<file path="src/rtl/fifo_drain_if.sv">
// Valid/ready word stream carrying drained FIFO data.
// The master drives data/valid; the slave drives ready.
interface fifo_drain_if #(
  parameter int WIDTH = 16
);
  logic [WIDTH-1:0] data;
  logic             valid;
  logic             ready;

  modport master (output data, output valid, input ready);
  modport slave  (input data, input valid, output ready);
endinterface

</file>
<file path="src/rtl/fifo_drain.sv">
// Read-side controller for the synchronous FIFO: drains a programmed burst and
// re-presents it on a valid/ready stream, hiding the FIFO read latency.
//
// state | meaning
// IDLE  | waiting for a start command
// RUN   | issuing reads, capturing words, forwarding them downstream
// DONE  | one-cycle completion pulse, then back to IDLE
module fifo_drain #(
  parameter int FIFO_WIDTH = 16,
  parameter int LEN_WIDTH  = 8
) (
  input  logic                  clk,
  input  logic                  rst,
  input  logic                  start,
  input  logic [LEN_WIDTH-1:0]  burst_len,
  output logic                  fifo_rd_en,
  input  logic [FIFO_WIDTH-1:0] fifo_data_out,
  input  logic                  fifo_empty,
  input  logic                  fifo_underflow,
  fifo_drain_if.master          m,
  output logic                  busy,
  output logic                  done,
  output logic [15:0]           words_read,
  output logic                  err_underflow
);

  typedef enum logic [1:0] {IDLE, RUN, DONE} state_t;

  state_t                state;
  logic [LEN_WIDTH-1:0]  remaining;
  logic                  inflight;
  logic [1:0]            buf_count;
  logic [FIFO_WIDTH-1:0] buf0;
  logic [FIFO_WIDTH-1:0] buf1;
  logic                  pop;
  logic                  push;
  logic                  credit_ok;
  logic                  more_needed;
  logic                  burst_end;

  assign m.data  = buf0;
  assign m.valid = (buf_count != 2'd0);
  assign pop     = m.valid && m.ready;
  assign push    = inflight && !fifo_underflow;

  // A new read may only go out if the buffer can still hold it after this
  // cycle's pop, counting the word already on its way from the FIFO.
  assign credit_ok   = ({1'b0, buf_count} + {2'b00, inflight}) < (3'd2 + {2'b00, pop});
  assign more_needed = remaining > LEN_WIDTH'(inflight);
  assign fifo_rd_en  = (state == RUN) && !fifo_empty && more_needed && credit_ok;

  assign burst_end = (remaining == '0) && !inflight &&
                     ((buf_count == 2'd0) || ((buf_count == 2'd1) && pop));

  always_ff @(posedge clk) begin
    if (rst) begin
      state         <= IDLE;
      remaining     <= '0;
      inflight      <= 1'b0;
      buf_count     <= 2'd0;
      buf0          <= '0;
      buf1          <= '0;
      busy          <= 1'b0;
      done          <= 1'b0;
      words_read    <= 16'd0;
      err_underflow <= 1'b0;
    end else begin
      inflight <= fifo_rd_en;
      done     <= 1'b0;

      if (push) remaining <= remaining - 1'b1;
      if (inflight && fifo_underflow) err_underflow <= 1'b1;
      if (pop) words_read <= words_read + 16'd1;

      // buf0 is always the head; buf1 only ever holds the second word
      case ({push, pop})
        2'b10: begin
          if (buf_count == 2'd0) buf0 <= fifo_data_out;
          else                   buf1 <= fifo_data_out;
          buf_count <= buf_count + 2'd1;
        end
        2'b01: begin
          buf0      <= buf1;
          buf_count <= buf_count - 2'd1;
        end
        2'b11: begin
          if (buf_count == 2'd1) begin
            buf0 <= fifo_data_out;
          end else begin
            buf0 <= buf1;
            buf1 <= fifo_data_out;
          end
        end
        default: ;
      endcase

      unique case (state)
        IDLE: begin
          if (start) begin
            if (burst_len != '0) begin
              remaining <= burst_len;
              busy      <= 1'b1;
              state     <= RUN;
            end else begin
              done  <= 1'b1;
              state <= DONE;
            end
          end
        end
        RUN: begin
          if (burst_end) begin
            busy  <= 1'b0;
            done  <= 1'b1;
            state <= DONE;
          end
        end
        DONE:    state <= IDLE;
        default: state <= IDLE;
      endcase
    end
  end

endmodule

</file>
<file path="src/flat_wrapper.sv">
// flat-port wrapper written by rule: the top's interface ports become plain ports
module fifo_drain_flat 
#(
  parameter int FIFO_WIDTH = 16,
  parameter int LEN_WIDTH  = 8
)
  (clk, rst, start, burst_len, fifo_rd_en, fifo_data_out, fifo_empty, fifo_underflow, busy, done, words_read, err_underflow, m_data, m_valid, m_ready);
  fifo_drain_if #(.WIDTH((16))) m_i ();
  input  logic clk;
  input  logic rst;
  input  logic start;
  input  logic [LEN_WIDTH-1:0] burst_len;
  output logic fifo_rd_en;
  input  logic [FIFO_WIDTH-1:0] fifo_data_out;
  input  logic fifo_empty;
  input  logic fifo_underflow;
  output logic busy;
  output logic done;
  output logic [15:0] words_read;
  output logic err_underflow;
  output wire logic [$bits(m_i.data)-1:0] m_data;
  output wire logic [$bits(m_i.valid)-1:0] m_valid;
  input wire logic [$bits(m_i.ready)-1:0] m_ready;
  assign m_data = m_i.data;
  assign m_valid = m_i.valid;
  assign m_i.ready = m_ready;
  fifo_drain #(.FIFO_WIDTH(FIFO_WIDTH), .LEN_WIDTH(LEN_WIDTH)) u_core (.clk(clk), .rst(rst), .start(start), .burst_len(burst_len), .fifo_rd_en(fifo_rd_en), .fifo_data_out(fifo_data_out), .fifo_empty(fifo_empty), .fifo_underflow(fifo_underflow), .m(m_i), .busy(busy), .done(done), .words_read(words_read), .err_underflow(err_underflow));
endmodule
</file>
<file path="config.mk">
export PLATFORM = sky130hd
export DESIGN_NAME = fifo_drain_flat
export DESIGN_NICKNAME = d
export VERILOG_FILES = /design/src/rtl/fifo_drain_if.sv /design/src/rtl/fifo_drain.sv /design/src/flat_wrapper.sv
export SDC_FILE = /design/constraint.sdc
export NUM_CORES = 1
export LEC_CHECK = 0
export CORE_UTILIZATION = 50
export DETAILED_ROUTE_END_ITERATION = 10
export PLACE_DENSITY = 0.86
export SLEW_MARGIN = 20
export SYNTH_ARGS = -nofsm -noshare
export SYNTH_HDL_FRONTEND = slang
export SYNTH_SLANG_ARGS = --single-unit
</file>
<file path="constraint.sdc">
create_clock -name clk -period 2.85 [get_ports clk]
set_clock_uncertainty 0.2 [all_clocks]
set_input_delay 0.57 -clock clk [delete_from_list [all_inputs] [get_ports clk]]
set_output_delay 0.57 -clock clk [all_outputs]
set_load 0.1 [all_outputs]
</file>
== Yosys cells after proc, flatten, opt, wreduce, memory -nomap -nowiden ==
Index checks and enable logic that the tools add are counted.
Operators by class
  add/subtract/negate cells: 6
  order comparisons: 2
  eq/ne operators: 11
  mux-type cells: 23
  reductions and logical operators: 26
Operators with widths (count)
  $mux W16: 4
  $pmux W16 S3: 1
  $mux W8: 4
  $pmux W16 S2: 1
  $add A16 B1 Y16 const B: 1
  $logic_and A1 B1 Y1: 9
  $gt A8 B1 Y1: 1
  $logic_not A8 Y1: 1
  $pmux W2 S2: 2
  $reduce_bool A2 Y1: 4
  $reduce_bool A8 Y1: 1
  $sub A8 B1 Y8 const B: 1
  $eq A2 B1 Y1 const B: 3
  $mux W1: 6
  $mux W2: 3
  $ne A2 B1 Y1 const B: 3
  $ne A2 B2 Y1 const B: 3
  $eq A2 B2 Y1 const B: 2
  $logic_not A2 Y1: 2
  $pmux W1 S2: 2
  $reduce_and A2 Y1: 2
  $reduce_and A4 Y1: 1
  $add A2 B1 Y3: 1
  $add A2 B1 Y3 const A: 1
  other kinds (7): 9
Word-level totals
  register bits after elaboration: 64
  bits of input ports: 30
  output and inout bits: 37
  logic and storage cells: 78

== Longest topological paths before layout ==
Gate-level depths: netlist (run 1).
  depth in word-level cells: 7
  mapped depth: 11

== Worst setup path after synthesis (run 1) ==
Ideal clock, no wire load.
  path type: register -> register
  start: register u_core.words_read[0]
  end: register u_core.words_read[14]
  arrival time: 2187 ps
  data required time: 2580 ps
  slack: 392 ps
  stages on the path, launching flop included: 7
  period minus slack after synthesis: 2458 ps
  cell sequence: dfxtp_1 -> ha_1 -> and4b_1 -> buf_2 -> nand4_1 -> or3_1 -> a21oi_1
Between the ends
  longest elaborated chain between the ends: 1
Ends and longest elaborated chain
  start: declaration: line fifo_drain.sv:23  | output logic [15:0] words_read,
  start signal: assignment: line fifo_drain.sv:73  | if (pop) words_read <= words_read + 16'd1;
  $add A16 B1 Y16: line fifo_drain.sv:73
Every way passes these cells.
A chain may end at the register's enable or synchronous reset.

== Worst setup path after layout (run 1) ==
  start: register u_core.buf_count[0]
  end: output fifo_rd_en
Between the ends
  longest elaborated chain between the ends: 5
  elaborated cells on any way between the ends: 6
  those cells by class: add/sub (2); order compare (1); reduce/logical (3)
Ends and longest elaborated chain
  start: declaration: line fifo_drain.sv:32  | logic [1:0] buf_count;
  start signal: assignment: line fifo_drain.sv:80  | buf_count <= buf_count + 2'd1;
  start signal: assignment: line fifo_drain.sv:84  | buf_count <= buf_count - 2'd1;
  $reduce_bool A2 Y1: line fifo_drain.sv:42  | assign m.valid = (buf_count != 2'd0);
  $logic_and A1 B1 Y1: line fifo_drain.sv:43  | assign pop = m.valid && m.ready;
  $add A2 B1 Y3: line fifo_drain.sv:48  | assign credit_ok = ({1'b0, buf_count} + {2'b00, inflight}) < (3'd2 + {2'b00, pop});
  $lt A3 B3 Y1 *: line fifo_drain.sv:48
  $logic_and A1 B1 Y1 *: line fifo_drain.sv:50  | assign fifo_rd_en = (state == RUN) && !fifo_empty && more_needed && credit_ok;
  end: declaration: line flat_wrapper.sv:13  | output logic fifo_rd_en;
Every way passes the cells marked *; elsewhere a longest branch is shown, timed or not.

==> results of run 1 <==
metrics by stage:
step	worst slack (ns)	std cells	instance area [µm²]	hold slack [ns]
6_report	0.182	477	3790	0.258
5_1_grt	0.0202	477	3790	0.285
4_1_cts	0.161	477	3790	0.258
3_5_place_dp	0.0867	461	3550	0.247
3_3_place_gp	0.169	461	3550	0.242
2_1_floorplan	0.392	332	2920	0.236
power groups by stage:
| stage | combinational, mW | clock (mW) | sequential, mW |
|---|---|---|---|
| 6_report | 1.79 | 0.924 | 1.15 |
| 3_3_place_gp | 1.76 | 0 | 1.16 |
| 4_1_cts | 1.79 | 0.938 | 1.15 |
| 5_1_grt | 1.90 | 0.982 | 1.16 |
| 3_5_place_dp | 1.78 | 0 | 1.17 |
| 2_1_floorplan | 0.655 | 0 | 1.91 |
layout by cell type (no fill, tap or decap), types with 5 or more instances in the layout:
master           instances
a21oi_1                 27
a221oi_1                16
buf_4                   44
clkbuf_8                 9
clkdlybuf4s50_1         28
dfxtp_1                 64
ha_1                    10
inv_1                    7
nand2_1                 49
nand3_1                  6
nand4_1                  5
nor2_1                  35
nor3_1                  16
o21ai_0                  6
or3_1                    5
xnor2_1                  6
xor2_1                  10
metal layers:
layer	global-route usage (%)	share of wire [%]	up-vias	wire, µm
li1	-	-	1330	-
met1	29.9	42	1230	2910
met2	39.9	48	95	3350
met3	5.12	6.5	19	447
met4	14.1	2.9	0	203
met5	0	0	-	0
registers in the layout, summed over array words and instances, names as in the netlist:
name,cells
u_core.state,2
u_core.done,1
u_core.buf1,16
u_core.inflight,1
u_core.remaining,8
u_core.busy,1
u_core.words_read,16
u_core.err_underflow,1
u_core.buf_count,2
u_core.m.data,16
worst reg2reg max path, delay by kind of cell (launching register included):
| kind | cells | cell delay (ns) |
|---|---|---|
| fa+ha+maj | 2 | 0.54 |
| compound gates | 1 | 0.40 |
| simple gates | 4 | 0.77 |
| buf+inv | 2 | 0.19 |
| flops | 1 | 0.31 |
path summary, 6_finish.rpt:
path | end | slack [ns] | depth (start not counted)
setup / recovery | fifo_rd_en | 0.18 | 6
hold reg to reg | u_core.buf1[4] | 0.26 | 2
setup reg to reg | u_core.m.data[9] | 0.31 | 9
hold / removal | u_core.buf1[4] | 0.26 | 2
cells by family after synthesis:
kind of cell    after synthesis
xor+xnor                     16
fa+ha+maj                    10
flops                        64
simple gates                144
buf+inv                      26
compound gates               72
area by class of cell:
cell class,instances,area (µm²)
clock buffers,11,131
fillers,462,1780
multi-input cells,242,1510
well taps,72,90.1
flip-flops and latches,64,1280
repair buffers,74,636
clock inverters,5,105
inverters,9,36.3
==> out/results.ini, run 1 <==
[run_status]
status=complete, no violations

[worst_setup_path]
crit_path_max_incr_delay_ns=0.40
cp_max_fo=7
cp-end-kind=primary output
crit_path_start_kind=flip-flop
crit_start=u_core.buf_count[0]
crit_chain=inv_1, ha_1, nand2b_4, o21ai_0, o311a_2, buf_12
crit_buf_inv=2
reg2reg_from=u_core.buf_count[1]
worstPathArrival_ns=1.90
crit_type=reg2out
crit_path_top_delay_cell=dfxtp_1
cp_top_family=compound AO/OA/AOI/OAI gates
crit_required_ns=2.08

[synthesis]
synth_mux_area_share_pct=0
synth-simple-area-share_pct=25.3
yosys.area.top_type=dfxtp_1
synth_compound_area_share_pct=17.4
synth_most_common_cell=dfxtp_1
synth_warnings=0
yosysSeqAreaShare_pct=43.9
synth_edf_count=0
syn_inst=332
synthXorXnorAreaFrac_pct=4.81
synthDistinctLibCells=57
ys.flop_type=dfxtp_1
synth.net_count=372
synthesis.area_mm2=0.00292
synth_top_family_by_area=simple AND/OR/NAND/NOR gates
synthTopCellsByCount=dfxtp_1, nand2_1, nor2_1
synth.area.top_cells=dfxtp_1, nand2_1, a221oi_1, a21oi_1, nor2_1
async_flop_share_pct=0
synth-seq-cells=64
synth_top_area_share_pct=43.9
synth_fa_ha_area_share_pct=4.29
syn_area_per_cell_um2=8.78

[power_and_ir_drop]
power_frac_seq_pct=29.7
sw_frac_of_total_pct=46.2
clkPwrFrac_pct=24.0
p_sw_mw=1.78
ir_drop_mv=0.544
power_frac_comb_pct=46.3
p_per_area_mw_per_mm2=1020
power_mw=3.86
p_int_mw=2.08
leakage_nw=1.48

[routing]
drc=0
wl_um=6920
dr.pass1.iters=4
antenna_left=0
wl_per_cell_um=14.5
viasPerCell=5.61
drt_iter0_drc=186
vias=2674

[timing]
period_needed_ns=2.67
post-route-period-util_pct=93.6
setup_viol=0
final-max-slew-violation-count=0
worst_pin_slew_ns=0.689
grt_setup_unrepaired=false
hold_violations=0
slew_headroom_pct=53.6
max_freq_ghz=0.375
fin_tns_setup_ns=0

[finish]
drive_gt1_share_pct=19.5
area_growth_pct=30.0
fin_nets=440
insertedDiodeCount=0
fin_util_pct=68.0

[global_route]
grt_antenna_before_repair=0
track_usage_pct=24.5
grt_max_degree=26
grt_first_pass_wirelength_um=11800
grt_overflow=0
grt_pass1_vias=2584

[die]
die-height_um=78.4
coreArea_mm2=0.00557
pin_count=67
die-area_mm2=0.00614
rows=27
start_util_pct=52.3
die_w_um=78.4

[cts]
clk_latency_ns=0.34
numCtsBuffers=9
clk_path_buf_depth=2
clk_pin_slew_ns=0.07
postCtsHoldBufs=0
htreeDepth=3
cts_setup_buffers=0
cts_tree=yes
cts_resized=0
cts_num_sinks=64
cts_root_buf=clkbuf_8

[job]
cap_violations=0

[min_path]
hp-class=reg2reg
min_from=u_core.buf1[4]

[place]
dpl.hpwl_um=4840
gp_congestion=0.786
numPortBuffers=66

Power figures use the tool's default switching activity.
==> run 2, diff against run 1 <==
--- a/config.mk
+++ b/config.mk
@@ -8,7 +8,6 @@
 export CORE_UTILIZATION = 50
 export DETAILED_ROUTE_END_ITERATION = 10
 export PLACE_DENSITY = 0.86
-export SLEW_MARGIN = 20
 export SYNTH_ARGS = -nofsm -noshare
 export SYNTH_HDL_FRONTEND = slang
 export SYNTH_SLANG_ARGS = --single-unit
==> results of run 2 <==
No change in the layout: final DEF, timing and power equal those of run 1.
